## src/rtl/pma_rx_aligner.sv

```systemverilog
`timescale 1ns/1ps
`default_nettype none
// ============================================================================
//  Module   : pma_rx_aligner
//  Purpose  : Serial-to-parallel receive aligner. Shifts in one bit per
//             bit-rate clock edge, searches for the K28.5 comma (either
//             running disparity), establishes a word boundary and declares
//             lock after LOCK_CNT consecutive aligned commas. Loss of lock
//             follows UNLOCK_CNT commas seen off the established boundary.
//  Revision : 1.0 - initial release
// ----------------------------------------------------------------------------
//  Ports
//    CLK_5G      in   1           bit-rate clock, one serial bit per edge
//    Rst_n       in   1           asynchronous active-low reset
//    RX_POS      in   1           serial data, first received bit = bit a
//    RxPolarity  in   1           1 = invert RX_POS before processing
//    Data_out    out  DATA_WIDTH  aligned word, earliest bit at bit 0
//    Data_valid  out  1           one-cycle pulse per new Data_out
//    Comma_det   out  1           newest 10-bit symbol of Data_out is a comma
//    Locked      out  1           aligner is in the LOCKED state
//    Realign     out  1           one-cycle pulse when the boundary moves
// ============================================================================
module pma_rx_aligner #(
  parameter int         DATA_WIDTH = 10,
  parameter int         LOCK_CNT   = 3,
  parameter int         UNLOCK_CNT = 4,
  parameter logic [9:0] COMMA      = 10'h17C
) (
  input  logic                  CLK_5G,
  input  logic                  Rst_n,
  input  logic                  RX_POS,
  input  logic                  RxPolarity,
  output logic [DATA_WIDTH-1:0] Data_out,
  output logic                  Data_valid,
  output logic                  Comma_det,
  output logic                  Locked,
  output logic                  Realign
);

  localparam int                PH_W       = $clog2(DATA_WIDTH);
  localparam logic [PH_W-1:0]   c_PH_LAST  = PH_W'(DATA_WIDTH - 1);
  localparam logic [PH_W-1:0]   c_PH_ONE   = PH_W'(1);
  localparam logic [3:0]        c_LOCK     = 4'(LOCK_CNT);
  localparam logic [3:0]        c_UNLOCK   = 4'(UNLOCK_CNT);
  localparam logic [3:0]        c_CNT_ONE  = 4'd1;

  typedef enum logic [1:0] {
    ST_SEARCH    = 2'd0,
    ST_CANDIDATE = 2'd1,
    ST_LOCKED    = 2'd2
  } state_t;

  state_t                  r_state;
  logic [DATA_WIDTH-1:0]   r_sreg;
  logic [PH_W-1:0]         r_ph;
  logic [3:0]              r_cnt;
  logic [3:0]              r_miss;
  logic [DATA_WIDTH-1:0]   r_data;
  logic                    r_valid;
  logic                    r_comma;
  logic                    r_locked;
  logic                    r_realign;

  logic                    w_bit;
  logic [9:0]              w_sym;
  logic                    w_comma_hit;
  logic                    w_boundary;

  // Polarity correction happens before anything else sees the bit.
  assign w_bit       = RX_POS ^ RxPolarity;
  // The newest 10 bits sit at the top of the shift register.
  assign w_sym       = r_sreg[DATA_WIDTH-1 -: 10];
  assign w_comma_hit = (w_sym == COMMA) || (w_sym == ~COMMA);
  assign w_boundary  = (r_ph == c_PH_LAST);

  always_ff @(posedge CLK_5G or negedge Rst_n) begin
    if (!Rst_n) begin
      r_state   <= ST_SEARCH;
      r_sreg    <= '0;
      r_ph      <= '0;
      r_cnt     <= '0;
      r_miss    <= '0;
      r_data    <= '0;
      r_valid   <= 1'b0;
      r_comma   <= 1'b0;
      r_locked  <= 1'b0;
      r_realign <= 1'b0;
    end else begin
      // Free-running datapath; FSM branches below override as needed.
      r_sreg    <= {w_bit, r_sreg[DATA_WIDTH-1:1]};
      r_ph      <= w_boundary ? '0 : (r_ph + c_PH_ONE);
      r_valid   <= 1'b0;
      r_comma   <= 1'b0;
      r_realign <= 1'b0;

      case (r_state)
        ST_SEARCH: begin
          if (w_comma_hit) begin
            // Comma seen: this edge becomes the new word boundary, so the
            // phase restarts and the comma word itself is emitted.
            r_ph      <= '0;
            r_data    <= r_sreg;
            r_valid   <= 1'b1;
            r_comma   <= 1'b1;
            r_realign <= 1'b1;
            r_cnt     <= c_CNT_ONE;
            r_miss    <= '0;
            if (c_CNT_ONE >= c_LOCK) begin
              r_state  <= ST_LOCKED;
              r_locked <= 1'b1;
            end else begin
              r_state  <= ST_CANDIDATE;
            end
          end
        end

        ST_CANDIDATE: begin
          if (w_boundary) begin
            // A comma that lands on the boundary counts as aligned.
            r_data  <= r_sreg;
            r_valid <= 1'b1;
            r_comma <= w_comma_hit;
            if (w_comma_hit) begin
              r_cnt <= r_cnt + c_CNT_ONE;
              if ((r_cnt + c_CNT_ONE) >= c_LOCK) begin
                r_state  <= ST_LOCKED;
                r_locked <= 1'b1;
                r_miss   <= '0;
              end
            end
          end else if (w_comma_hit) begin
            // Comma off the candidate boundary: restart the candidate there.
            r_ph      <= '0;
            r_data    <= r_sreg;
            r_valid   <= 1'b1;
            r_comma   <= 1'b1;
            r_realign <= 1'b1;
            r_cnt     <= c_CNT_ONE;
          end
        end

        ST_LOCKED: begin
          if (w_boundary) begin
            r_data  <= r_sreg;
            r_valid <= 1'b1;
            r_comma <= w_comma_hit;
            if (w_comma_hit) begin
              r_miss <= '0;
            end
          end else if (w_comma_hit) begin
            if ((r_miss + c_CNT_ONE) >= c_UNLOCK) begin
              // Drop lock but keep the current phase; the next comma seen
              // in SEARCH decides where the boundary goes.
              r_state  <= ST_SEARCH;
              r_locked <= 1'b0;
              r_miss   <= '0;
              r_cnt    <= '0;
            end else begin
              r_miss <= r_miss + c_CNT_ONE;
            end
          end
        end

        default: begin
          r_state  <= ST_SEARCH;
          r_locked <= 1'b0;
          r_cnt    <= '0;
          r_miss   <= '0;
        end
      endcase
    end
  end

  assign Data_out   = r_data;
  assign Data_valid = r_valid;
  assign Comma_det  = r_comma;
  assign Locked     = r_locked;
  assign Realign    = r_realign;

endmodule
`default_nettype wire

```

## config.mk

```make
export PLATFORM = sky130hd
export DESIGN_NAME = pma_rx_aligner
export DESIGN_NICKNAME = d
export VERILOG_FILES = /design/src/rtl/pma_rx_aligner.sv
export SDC_FILE = /design/constraint.sdc
export NUM_CORES = 1
export LEC_CHECK = 0
export CAP_MARGIN = 20
export CELL_PAD_IN_SITES_DETAIL_PLACEMENT = 0
export CELL_PAD_IN_SITES_GLOBAL_PLACEMENT = 1
export CORE_MARGIN = 4
export CORE_UTILIZATION = 44
export CTS_CLUSTER_DIAMETER = 60
export DETAILED_ROUTE_END_ITERATION = 6
export GPL_ROUTABILITY_DRIVEN = 0
export GPL_TIMING_DRIVEN = 1
export PLACE_DENSITY = 0.8
export SLEW_MARGIN = 5
export SYNTH_ARGS = -nofsm -noshare
export SYNTH_HDL_FRONTEND = slang
export SYNTH_SLANG_ARGS = --single-unit
```

## constraint.sdc

```tcl
create_clock -name CLK_5G -period 2.4 [get_ports CLK_5G]
set_input_delay 0.36 -clock CLK_5G [delete_from_list [all_inputs] [get_ports CLK_5G]]
set_output_delay 0.36 -clock CLK_5G [all_outputs]
set_load 0.05 [all_outputs]
```

==> summary.md <==
| Metric | Value |
|---|---|
| Final #Nets | `201` |
| Post-CTS Setup Bufs | `0` |
| CTS Buf Count | `5` |
| GR Overflow Total | `0` |
| Min Tclk post-route | `2.082 ns` |
| Design area | `around 2200 um^2` |
| Crit path DAT | `between 2 and 2.5 ns` |
| Clk buf depth | `2` |
| Status | `finished clean` |
| Sequential fraction of the synthesis area | `approximately 53%` |
| Post-Syn Area per Cell | `about 11 um^2` |
| Post-synthesis instance total | `around 160` |
| Crit-path slowest cell | `dfrtp_1` |
| Final Hold Fails | `0` |
| Overall Power | `between 2 and 3 mW` |
| Pwr/cell area | `1238 nW/um^2` |
| Total global-route track usage | `15.40%` |
| Cell breakdown of the critical path | `inv_1 -> ha_1 -> and3_1 -> a31oi_1 -> a21boi_1 -> o21ai_2 -> mux2_4` |
| Largest cells by area after synthesis | `dfrtp_1, ha_1, a22o_1` |
| Post-route DRC | `0` |
| Clk_lat worst skew | `0.29 ns` |
| Critical path launch point type | `flip-flop` |
| Worst R2R Start | `r_state[0]` |
| Die W | `71.90 um` |
| Reg clk slew, reported paths | `0.08 ns` |
| RSZ-0062 raised after global routing | `no` |
| Worst-path fanout max | `5` |
| Die height | `~70 um` |
| Top cell type's share of synthesized area | `52.92%` |
| Placed cell areas | `2047 um^2` |
| Setup CP Type | `reg2reg` |
| Worst Setup End Kind | `flip-flop` |
| Final period utilization | `86.75%` |
| Diodes inserted | `0` |
| Antenna violations before repair | `0` |
| Top-count cell post-synth | `dfrtp_1` |
| Fillcell total | `323` |
| Hold WC Path Type | `in2async` |
| Setup TNS | `0 ns` |
| Total core area | `3799 um^2` |
| Slew Limit Fails | `0` |
| Peak supply drop | `between 0.5 and 0.6 mV` |
| Hpwl dp | `2.624 mm` |
| Wire per inst | `15.15 um` |
| Layout Cells excl Fill | `236` |
| CTS resizes | `0` |
| Drt first pass iters | `4` |
| Final setup fails | `0` |
| Post-synth top cells | `dfrtp_1, nor2_1, ha_1, inv_1, nand2_1` |
| Vias in the first global route | `1290` |
| First-pass GRT wire length | `6.120 mm` |
| Largest area contributor in the netlist | `dfrtp_1` |
| Pin count of the biggest net entering global routing | `39` |
| Dpl cells | `228` |
| Max Freq | `0.4803 GHz` |
| H-Tree Depth | `2` |
| Worst Clk Skew | `about 0.011 ns` |
| CP required | `2.58 ns` |
| Die ar. | `5170 um^2` |
| Max cap viols | `0` |
| CTS root buf | `clkbuf_8` |
| Routed WL | `3.575 mm` |
| Main synth FF type | `dfrtp_1` |
| Synth-to-Final Area Change | `19.99%` |
| Drt initial violations | `83` |
| Number of synthesized flops with an enable pin | `0` |
| Initial core utilization | `47.30%` |
| Synth async-reset ratio | `100.0%` |
| Flop2flop setup slack | `0.32 ns` |
| Reg-to-reg endpoint | `r_state[1]` |
| IO Port Bufs | `17` |
| #FFs+latches synth | `38` |
| Core Util, Final | `56.75%` |
| Leakage | `0.9555 nW` |
| Setup ws final | `0.3180 ns` |
| Clock Sinks | `38` |
| Max incr delay on CP | `0.40 ns` |
| Ys Warns | `0` |
| Share of cells above drive strength 1 | `11.70%` |
| Detailed-route via count | `approximately 1300` |
| Mapped Nets | `175` |
| Hold-fix buffers, CTS | `0` |
| Vias per cell | `5.619` |
| CTS tree | `done` |
| Routed Antenna Nets | `0` |
| Post-synth cell types | `44` |
| Reg2Reg Depth | `7` |
| Pre-CTS WS | `0.3610 ns` |
| Worst rel slew slack | `between 40% and 50%` |
| Row cnt | `22` |
| WHS | `0.1687 ns` |
| Post-synthesis instance area | `1797 um^2` |
| Ports | `18` |
| Worst-Margin Slew | `0.8324 ns` |
## critical path: cells and delay by family (launching register included)
family / cells / cell delay (ns)
AOI/OAI and AO/OA: 3 / 0.80
DFF: 1 / 0.40
muxes: 1 / 0.31
adders and majority gates: 1 / 0.22
and+or+nand+nor: 1 / 0.15
buffers and inverters: 1 / 0.09
## report_power, final
group          switching (mW)  internal, mW
logic                   0.762         0.483
clock network           0.222         0.306
registers               0.116         0.781
## area by class of cell
type | instances | area [um^2] | area share (%)
multi-input cells | 110 | 795.8 | 36.91
clock buffers | 5 | 68.82 | 3.192
clock inverters | 3 | 40.04 | 1.857
well taps | 48 | 60.06 | 2.786
flip-flops and latches | 38 | 950.9 | 44.11
inverters | 10 | 37.54 | 1.741
repair buffers | 22 | 202.7 | 9.402
## routing by layer
metal	vias up	track usage, %	share of wire [%]
met3	7	3.463	5.0
met5	-	0	0
met4	0	8.559	1.8
met2	31	20.10	43
li1	652	-	-
met1	636	23.19	50
## cell families (layout without fill, tap and decap cells)
family	Yosys count	after routing	share of synthesized area, %
AND/OR/NAND/NOR	44	44	13.72
flip-flops	38	38	52.92
adder cells (fa/ha/maj)	10	10	6.964
buffers and inverters	13	40	2.786
AO/OA/AOI/OAI	50	50	20.26
multiplexers	2	2	1.393
XOR/XNOR	4	4	1.950
## how the worst max path moves through the flow
stage          startpoint    endpoint  slack (ns)  cells after the start
4_1_cts        r_state[0]  r_state[1]        0.35                      7
3_3_place_gp   r_state[0]  r_state[1]        0.41                      7
5_1_grt        r_state[0]  r_state[1]        0.17                      7
3_5_place_dp   r_state[0]  r_state[1]        0.36                      7
6_report       r_state[0]  r_state[1]        0.32                      7
2_1_floorplan  r_state[0]  r_state[1]        0.48                      7
## state kept, by name (all words and copies together) (netlist names)
signal and count:
Comma_det 1, Data_out 10, Data_valid 1, Locked 1, Realign 1, r_cnt 4, r_miss 4, r_ph 4
r_sreg 10, r_state 2
## cell usage in the layout, fill, tap and decap left out, types with 3 or more instances in the layout
cell type,synthesis,layout
nand2b_1,3,3
a22o_1,9,9
a31oi_1,7,7
o21ai_1,3,3
clkbuf_8,0,5
nand2_1,10,10
a21oi_1,5,5
clkdlybuf4s50_1,0,16
o21ai_0,5,5
buf_4,0,5
nor2_1,11,11
inv_1,10,10
ha_1,10,10
nor4b_1,4,4
dfrtp_1,38,38
o22ai_1,3,3
nand3_1,3,3
Power figures use the tool's default switching activity.
